<file path="src/rtl/serial_addsub.sv">
// Bit-serial adder/subtractor: one result bit per cycle, LSB first, through a single full adder.
// Define SERIAL_ADDSUB_SUB_EN to honour i_sub; without it the block only adds and i_sub is ignored.

module full_adder1bit (
  input  logic a,
  input  logic b,
  input  logic c_in,
  output logic s,
  output logic c_out
);
  assign s     = a ^ b ^ c_in;
  assign c_out = (a & b) | (c_in & (a ^ b));
endmodule

module serial_addsub #(
  parameter int WIDTH = 32
) (
  input  logic             i_clk,
  input  logic             i_rst_n,
  input  logic             i_valid,
  output logic             o_ready,
  input  logic [WIDTH-1:0] i_a,
  input  logic [WIDTH-1:0] i_b,
  input  logic             i_sub,
  output logic             o_valid,
  input  logic             i_ready,
  output logic [WIDTH-1:0] o_sum,
  output logic             o_c_out,
  output logic             o_overflow
);
  localparam int CW = (WIDTH > 2) ? $clog2(WIDTH) : 1;
  localparam logic [CW-1:0] LAST_BIT = CW'(WIDTH - 1);

  typedef enum logic [1:0] {IDLE, RUN, DONE} state_t;

  state_t           state_reg, state_next;
  logic [WIDTH-1:0] a_reg, b_reg, res_reg;
  logic             carry_reg, ovf_reg;
  logic [CW-1:0]    cnt_reg;

  logic [WIDTH-1:0] b_load;
  logic             cin_load;
  logic             fa_s, fa_c;

`ifdef SERIAL_ADDSUB_SUB_EN
  assign b_load   = i_sub ? ~i_b : i_b;
  assign cin_load = i_sub;
`else
  assign b_load   = i_b;
  assign cin_load = i_sub & 1'b0;
`endif

  full_adder1bit u_fa (
    .a     (a_reg[0]),
    .b     (b_reg[0]),
    .c_in  (carry_reg),
    .s     (fa_s),
    .c_out (fa_c)
  );

  always_ff @(posedge i_clk) begin
    if (!i_rst_n) state_reg <= IDLE;
    else          state_reg <= state_next;
  end

  always_comb begin
    state_next = state_reg;
    o_ready    = 1'b0;
    o_valid    = 1'b0;
    case (state_reg)
      IDLE: begin
        o_ready = 1'b1;
        if (i_valid) state_next = RUN;
      end
      RUN: begin
        if (cnt_reg == LAST_BIT) state_next = DONE;
      end
      DONE: begin
        o_valid = 1'b1;
        if (i_ready) state_next = IDLE;
      end
      default: state_next = IDLE;
    endcase
  end

  always_ff @(posedge i_clk) begin
    if (!i_rst_n) begin
      a_reg     <= '0;
      b_reg     <= '0;
      res_reg   <= '0;
      carry_reg <= 1'b0;
      ovf_reg   <= 1'b0;
      cnt_reg   <= '0;
    end else begin
      case (state_reg)
        IDLE: begin
          if (i_valid) begin
            a_reg     <= i_a;
            b_reg     <= b_load;
            res_reg   <= '0;
            carry_reg <= cin_load;
            ovf_reg   <= 1'b0;
            cnt_reg   <= '0;
          end
        end
        RUN: begin
          res_reg   <= {fa_s, res_reg[WIDTH-1:1]};
          a_reg     <= a_reg >> 1;
          b_reg     <= b_reg >> 1;
          carry_reg <= fa_c;
          cnt_reg   <= cnt_reg + 1'b1;
          // Overflow is the carry into the MSB differing from the carry out of it.
          if (cnt_reg == LAST_BIT) ovf_reg <= carry_reg ^ fa_c;
        end
        default: ;
      endcase
    end
  end

  assign o_sum      = (state_reg == DONE) ? res_reg : '0;
  assign o_c_out    = (state_reg == DONE) ? carry_reg : 1'b0;
  assign o_overflow = (state_reg == DONE) ? ovf_reg : 1'b0;

endmodule

</file>
<file path="config.mk">
export PLATFORM = sky130hd
export DESIGN_NAME = serial_addsub
export DESIGN_NICKNAME = d
export VERILOG_FILES = /design/src/rtl/serial_addsub.sv
export SDC_FILE = /design/constraint.sdc
export NUM_CORES = 1
export LEC_CHECK = 0
export BUFFER_PORTS_ARGS = -buffer_cell sky130_fd_sc_hd__buf_4
export CAP_MARGIN = 40
export CORE_ASPECT_RATIO = 0.5
export CORE_MARGIN = 2
export CORE_UTILIZATION = 57
export CTS_CLUSTER_DIAMETER = 60
export CTS_CLUSTER_SIZE = 24
export DETAILED_ROUTE_END_ITERATION = 8
export PLACE_DENSITY = 0.84
export SLEW_MARGIN = 25
export SYNTH_ARGS = -nofsm -noshare
export SYNTH_HDL_FRONTEND = slang
export SYNTH_HIERARCHICAL = 1
export SYNTH_SLANG_ARGS = --single-unit
export TNS_END_PERCENT = 5
</file>
<file path="constraint.sdc">
create_clock -name i_clk -period 4.2 [get_ports i_clk]
set_input_delay 0.42 -clock i_clk [delete_from_list [all_inputs] [get_ports i_clk]]
set_output_delay 0.42 -clock i_clk [all_outputs]
set_load 0.01 [all_outputs]
</file>
==> results of run 1 <==
==> metrics by stage <==
step / setup slack [ns] / power (mW) / util
floorplan: 2.60 / 1.26 / -
global placement: 2.02 / 1.33 / 0.687
detailed placement: 2.09 / 1.34 / 0.691
CTS: 1.80 / 2.16 / 0.732
global route: 1.85 / 2.24 / 0.734
finish: 1.99 / 2.15 / 0.734
==> routing by layer <==
layer,vias to the layer above,wire length (µm),global-route usage
li1,2018,-,-
met1,1855,4560,0.296
met2,93,4460,0.394
met3,10,405,0.0494
met4,0,106,0.0907
met5,-,0,0
==> final timing paths <==
kind / depth (start not counted) / endpoint
setup reg to reg: 4 / b_reg[29]$_SDFFE_PN0P_
hold / removal: 3 / b_reg[24]$_SDFFE_PN0P_
hold reg to reg: 2 / b_reg[30]$_SDFFE_PN0P_
setup / recovery: 4 / b_reg[29]$_SDFFE_PN0P_
==> power groups by stage <==
stage	registers, mW	logic, mW	clock network, mW
finish	1.08	0.239	0.827
global route	1.09	0.271	0.886
CTS	1.08	0.239	0.837
detailed placement	1.10	0.237	0
global placement	1.10	0.229	0
floorplan	1.09	0.165	0
==> logic make-up after synthesis <==
logic type | after synthesis | share of synthesized area
flops | 105 | 0.481
xor+xnor | 1 | 0.00200
buf+inv | 52 | 0.0601
mux | 1 | 0.00229
simple gates | 150 | 0.154
fa+ha+maj | 3 | 0.0103
compound gates | 231 | 0.291
==> tightest hold or removal path: stages <==
cell and delay, ns:
sky130_fd_sc_hd__buf_4 0.11, sky130_fd_sc_hd__nand2_1 0.04, sky130_fd_sc_hd__a21oi_1 0.05
==> layout make-up <==
cell class,count,area [µm²]
well taps,96,120
clock buffers,10,239
multi-input cells,386,2040
flip-flops and latches,105,2100
repair buffers,110,853
fillers,629,1960
clock inverters,6,57.6
inverters,1,3.75
==> Yosys cell counts <==
| library cell | n |
|---|---|
| sky130_fd_sc_hd__a31oi_1 | 2 |
| sky130_fd_sc_hd__and2b_1 | 1 |
| sky130_fd_sc_hd__nor2b_1 | 2 |
| sky130_fd_sc_hd__o21bai_1 | 1 |
| sky130_fd_sc_hd__a211oi_1 | 1 |
| sky130_fd_sc_hd__buf_2 | 30 |
| sky130_fd_sc_hd__a21oi_1 | 124 |
| sky130_fd_sc_hd__nor3_1 | 1 |
| sky130_fd_sc_hd__mux2i_1 | 1 |
| sky130_fd_sc_hd__xnor2_1 | 1 |
| sky130_fd_sc_hd__inv_1 | 1 |
| sky130_fd_sc_hd__o211a_1 | 1 |
| sky130_fd_sc_hd__fa_1 | 1 |
| sky130_fd_sc_hd__o21ba_2 | 1 |
| sky130_fd_sc_hd__buf_4 | 4 |
| sky130_fd_sc_hd__buf_6 | 2 |
| sky130_fd_sc_hd__o21ai_1 | 6 |
| sky130_fd_sc_hd__clkbuf_1 | 15 |
| sky130_fd_sc_hd__a22oi_1 | 35 |
| sky130_fd_sc_hd__and3_1 | 2 |
| sky130_fd_sc_hd__nand2b_1 | 1 |
| sky130_fd_sc_hd__and2_1 | 34 |
| sky130_fd_sc_hd__nand2_1 | 65 |
| sky130_fd_sc_hd__or3_1 | 1 |
| sky130_fd_sc_hd__or4_1 | 1 |
| sky130_fd_sc_hd__dfxtp_1 | 105 |
| sky130_fd_sc_hd__ha_1 | 2 |
| sky130_fd_sc_hd__nor2_1 | 40 |
| sky130_fd_sc_hd__o21ai_0 | 57 |
| sky130_fd_sc_hd__o21a_1 | 1 |
| sky130_fd_sc_hd__nand3_1 | 2 |
| sky130_fd_sc_hd__a32oi_1 | 2 |
==> results summary, run 1 <==
The required time of the critical path came out at 4.46 ns. The worst reg-to-reg setup slack came out at 1.99 ns. The switching part of the total came out at 0.242. The power density relative to cell area is 397 nW/µm². The die area is 8430 µm². The number of max-cap violations came out at 0. The setup fix buffers added after clock tree synthesis is 0. The worst IR drop on VDD is 0.000234 V. The power dissipated by switching net loads came out at 0.520 mW.

The combined buffer and inverter count along the critical path came out at 1. The setup violation total in the final timing report came out at 0. The final-layout worst hold slack is 0.319 ns.

In the layout the commonest cells are 124 x sky130_fd_sc_hd__a21oi_1, 108 x sky130_fd_sc_hd__buf_4, 105 x sky130_fd_sc_hd__dfxtp_1, 65 x sky130_fd_sc_hd__nand2_1, 57 x sky130_fd_sc_hd__o21ai_0. The cell seen most often among critical-path stages is sky130_fd_sc_hd__a21oi_1. The floorplan step defined a core boundary enclosing 7380 µm².

In this run the critical register-to-register path is launched from state_reg[0]$_SDFFE_PN0P_. Of the total power, the clock network draws 0.385. Broken down by cell family, the worst path's largest delay share belongs to simple AND/OR/NAND/NOR gates.

The synthesis-to-layout area growth came out at 23.7%. The synthesized design spends more area on one cell type than any other, namely sky130_fd_sc_hd__dfxtp_1. The kind of start point of the critical path is a register. The total of cells resized after clock tree synthesis came out at 0.

The final standard cell count with taps included and fillers excluded came out at 714. The distinct cell type count after synthesis came out at 32. For this run, the number of Yosys warnings is 6. The leading cell type in the layout, fill and taps excluded is sky130_fd_sc_hd__a21oi_1.

The post-synthesis sequential area ratio is 0.481. The total track usage is 0.233. The number of antenna diodes in the final layout is 0. The combinational share of power came out at 0.111. The remaining antenna violation count after routing came out at 0. The synthesized design contains 105 register bits. The internal power of the cells is 1.63 mW.

After routing the design area is 5410 µm². The tightest slew margin relative to the limit came out at 0.512. The HPWL after detailed placement is 5760 µm. Routability-driven placement finished with a final weighted congestion of 0.761.

Setup repair after global routing left no endpoint under its margin. In the routed design, unresolved DRC markers number 0. The post-synthesis net count is 615. The row count came out at 22. The worst hold path begins at i_b[24]. The detail-routed net length per standard cell came out at 13.3 µm. The slew at the pin closest to its max-slew limit is 0.730 ns. The pre-antenna-repair detailed-routing pass consisted of 5 iterations. After routing, the total negative slack on setup checks comes to 0 ns.

From left edge to right edge, the die measures 128 µm. The count of input and output buffers is 103. The worst hold path belongs to the class input port to register. By area the synthesized netlist is led by sky130_fd_sc_hd__dfxtp_1 48%, sky130_fd_sc_hd__a21oi_1 14%, sky130_fd_sc_hd__o21ai_0 6.5%, sky130_fd_sc_hd__a22oi_1 6.0%, sky130_fd_sc_hd__nand2_1 5.6%. For the worst-skew pair, the clock arrives at the later sink with an insertion delay of 0.34 ns. The critical path is of the register to register type. The initial antenna violation count is 0. The total count of hold-check failures in the final report is 0. The deepest level of the CTS H-tree came out at 3. The pin count of the biggest net entering global routing is 67.

The number of violations reported at the end of detailed-routing iteration 0 is 340. STA puts the critical path data arrival time at 2.47 ns. On the critical path, the stage with the largest delay is an instance of sky130_fd_sc_hd__nor2b_4. The final layout contains 685 nets.

In the final layout, the share of cells above drive strength 1 is 0.212. The post-synth design cell area came out at 4370 µm². The buffer depth of the longest clock path came out at 2. The nature of the critical path endpoint is a register.

The root buffer cell is sky130_fd_sc_hd__clkbuf_16. The clock sink count came out at 105. The count of pins over their slew limit came out at 0.

Traced cell by cell, the critical path runs through nor2b_4 > buf_4 > a21oi_1 > a21oi_1. The clock-pin slew of the registers on the worst-case setup and hold paths is 0.07 ns. The part of the cycle the worst path needs is 0.525. After synthesis, the mean cell area works out to 8.06 µm². The height of the die came out at 65.9 µm. Including well taps, the total number of placed cells is 697. The via count of the first global-routing pass came to 3570. The area after detailed placement is 5100 µm². The post-detailed-routing wire length came out at 9530 µm. The number of hold-repair buffers added at the cts stage is 0. The number of top-level pins is 105. The leakage power came out at 2.30 nW. The run finished with clean final reports. The largest fanout on the critical path came out at 42. Dividing the detail-routed via count by the number of cells gives 5.57. The wire length of the first global-routing pass is 15800 µm. Of the post-synthesis cell area, the dominant cell type holds 0.481. The initial standard-cell utilization of the core is 0.593. Between clock sinks in the finished design, the worst skew comes to 0.00490 ns. The via count is 3976.

TritonCTS built the clock tree. The synthesized netlist cell count is 543. The portion of total power attributed to sequential cells came out at 0.504. The largest stage delay on the critical path is 0.70 ns. Global routing finished with a remaining overflow of 0. Timing would allow up to 453 MHz. Subtracting the final worst setup slack from the clock period gives 2.21 ns. The startpoint of the most critical setup path is state_reg[0]$_SDFFE_PN0P_. The total CTS buffers came out at 9.
Power figures use the tool's default switching activity.
==> run 2, diff against run 1 <==
CORE_UTILIZATION = 48   (was 57)
PLACE_DENSITY = 0.76   (was 0.84)
clock period = 1.8 ns   (was 4.2 ns; I/O delays follow)
==> results summary, run 2 (synthesis results as in run 1) <==
The via count of the first global-routing pass is 3804 (+6.6%). The worst hold path stage count is 3 (unchanged). The horizontal die dimension was 139 µm (+8.7%).

The worst hold path terminates at b_reg[5]$_SDFFE_PN0P_. The library cells used most frequently in the layout, excluding fill and tap cells, are 124 x sky130_fd_sc_hd__a21oi_1, 111 x sky130_fd_sc_hd__buf_4, 102 x sky130_fd_sc_hd__dfxtp_1, 65 x sky130_fd_sc_hd__nand2_1, 57 x sky130_fd_sc_hd__o21ai_0. The setup fix buffers added after clock tree synthesis is 0 (unchanged). The tightest slew margin relative to the limit is 0.622 (+0.110). The remaining antenna violation count after routing is 0 (unchanged). The remaining routing DRC violations came out at 0 (unchanged).

The number of placed instances with taps included came to 725 (+4.0%). The row count came out at 24 (+9.1%). The final design utilization is 0.632 (-0.102). The area after detailed placement was 5200 µm² (+2.0%).

The maximum clock frequency is 606 MHz. The wire length of the first global-routing pass came out at 16800 µm (+6.1%). The filler cell count came to 780 (+24%). The count of input and output buffers is 103 (unchanged). The slew at the pin closest to its max-slew limit came out at 0.565 ns (-0.165 ns). The endpoint arrival time on the critical path came to 1.47 ns (-1.00 ns).

The clock sink count came out at 105 (unchanged). The initial standard-cell utilization of the core came to 0.499 (-0.0941). The critical path is of the register to output port type. The combinational share of power was 0.112 (about the same). The leakage power came out at 2.34 nW (+1.8%). The final standard cell count with taps included and fillers excluded is 741 (+3.8%). The total CTS buffers came to 9 (unchanged).

The detail-routed net length per standard cell is 13.3 µm (-0.33%). The number of cell instances on the worst register-to-register path is 6 (+2). The switching part of the total came out at 0.244 (+0.00175). The kind of start point of the critical path is a register. The number of max-cap violations is 0 (unchanged).

The part of the cycle the worst path needs is 0.917. The ratio of routed vias to standard cells came out at 5.40 (-3.0%). The pin count of the biggest net entering global routing was 54 (-19%). The nature of the critical path endpoint is an output port.

The share of cells above drive strength 1 came out at 0.223 (+0.0108). The final weighted congestion of routability-driven global placement came out at 0.774 (+1.7%). The required time of the critical path came out at 1.62 ns (-2.84 ns). The flow ran to the end, and the final reports show no timing, DRC or antenna violations. The startpoint of the tightest hold check path is i_b[5]. The TritonCTS clock tree is yes. The area growth from synthesis to layout is 26.7%. The total track usage is 0.204 (-0.0288). The minimum clock period after layout is 1.65 ns.

The capture instance of the worst register-to-register path is ovf_reg$_SDFFE_PN0P_. The initial antenna violation count came out at 0 (unchanged). The via count came out at 4002 (+0.65%). The deepest level of the CTS H-tree is 3 (unchanged). The floorplan core area is 8770 µm² (+19%). The leading cell type in the layout, fill and taps excluded is sky130_fd_sc_hd__a21oi_1. The post-detailed-routing wire length came out at 9860 µm (+3.4%).

The number of top-level pins is 105 (unchanged). The buffer depth of the longest clock path came out at 2 (unchanged). The power density relative to cell area came out at 942 nW/µm² (+140%). The tree is rooted in a sky130_fd_sc_hd__clkbuf_16. The worst IR drop on VDD is 0.000513 V (+120%). The clock skew came out at 0.00877 ns (+0.00387 ns). The final instance area is 5540 µm² (+2.4%). The number of antenna repair diodes is 0 (unchanged).

The height of the die came out at 71.5 µm (+8.4%). The HPWL after detailed placement came out at 6300 µm (+9.4%). The largest fanout on the critical path is 36 (-14%).

The worst register-to-register path begins at cnt_reg[1]$_SDFFE_PN0P_. The clock insertion delay at the later pin of the skew report came out at 0.35 ns (about the same). The count of pins over their slew limit is 0 (unchanged).

The power share of the clock group is 0.405 (+0.020). The internal power of the cells is 3.94 mW (+140%). The number of violations reported at the end of detailed-routing iteration 0 is 263 (-23%). The total congestion overflow came out at 0 (unchanged). The die area is 9940 µm² (+18%). The worst reg-to-reg setup slack is 0.16 ns (-1.83 ns).

The setup TNS after final layout is 0 ns (unchanged). The tightest min-delay check is of the input port to register type. The setup violation total in the final timing report is 0 (unchanged). The clock-pin slew of the registers on the worst-case setup and hold paths came to 0.07 ns (about the same). The total count of hold-check failures in the final report came to 0 (unchanged). The total number of nets in the final design came out at 691 (+0.88%).

The first-pass iteration count of the detailed router is 4 (-1). Setup repair after global routing left no endpoint under its margin. The portion of total power attributed to sequential cells came out at 0.483 (-0.021).

The power dissipated by switching net loads is 1.27 mW (+140%). The number of hold-repair buffers added at the cts stage came out at 0 (unchanged).
==> run 2: worst max path at each step <==
| stage | end | slack, ns | start |
|---|---|---|---|
| 2_1_floorplan | ovf_reg$_SDFFE_PN0P_ | 0.26 | cnt_reg[0]$_SDFFE_PN0P_ |
| 3_3_place_gp | ovf_reg$_SDFFE_PN0P_ | 0.19 | cnt_reg[0]$_SDFFE_PN0P_ |
| 3_5_place_dp | ovf_reg$_SDFFE_PN0P_ | 0.14 | cnt_reg[0]$_SDFFE_PN0P_ |
| 4_1_cts | o_sum[31] | 0.07 | state_reg[0]$_SDFFE_PN0P_ |
| 5_1_grt | ovf_reg$_SDFFE_PN0P_ | 0.03 | cnt_reg[1]$_SDFFE_PN0P_ |
| 6_report | o_sum[31] | 0.15 | state_reg[1]$_SDFFE_PN0P_ |
==> run 2: area by class of cell <==
| cell class | instances | area [µm²] | share of cell area |
|---|---|---|---|
| flip-flops and latches | 105 | 2110 | 0.380 |
| inverters | 1 | 3.75 | 0.000678 |
| well taps | 117 | 146 | 0.0264 |
| repair buffers | 116 | 925 | 0.167 |
| clock inverters | 7 | 104 | 0.0187 |
| multi-input cells | 386 | 2030 | 0.367 |
| clock buffers | 9 | 225 | 0.0407 |
==> run 2: through the flow <==
stage | hold slack (ns) | setup WS [ns] | power, mW
finish | 0.0709 | 0.150 | 5.22
global placement | 0.430 | 0.189 | 3.14
detailed placement | 0.437 | 0.145 | 3.15
CTS | 0.0636 | 0.0704 | 5.27
global route | 0.0715 | 0.0269 | 5.46
floorplan | 0.314 | 0.259 | 2.94
==> run 2: power by group through the flow <==
stage | clock [mW] | sequential (mW) | combinational, mW
6_report | 2.11 | 2.52 | 0.585
3_3_place_gp | 0 | 2.57 | 0.575
2_1_floorplan | 0 | 2.55 | 0.385
3_5_place_dp | 0 | 2.57 | 0.583
5_1_grt | 2.26 | 2.54 | 0.660
4_1_cts | 2.16 | 2.52 | 0.588
==> run 2: routing by layer <==
layer,wire (µm),part of all wire,up-vias,GRT usage
met5,0,0,-,0
met4,71,0.0072,0,0.0707
met3,494,0.050,6,0.0521
met2,4640,0.47,100,0.350
met1,4650,0.47,1867,0.255
li1,-,-,2029,-
==> run 2: timing repair <==
item,4_1_cts,5_1_grt
endpoints found under the setup margin,4,7
pin swaps,0,0
gates resized for setup,1,3
==> run 2: worst max-delay path, stage by stage, from the launching register on <==
cell and delay, ns:
sky130_fd_sc_hd__dfxtp_2 0.43, sky130_fd_sc_hd__and2b_1 0.16, sky130_fd_sc_hd__buf_6 0.21, sky130_fd_sc_hd__and2_1 0.19
sky130_fd_sc_hd__buf_4 0.13
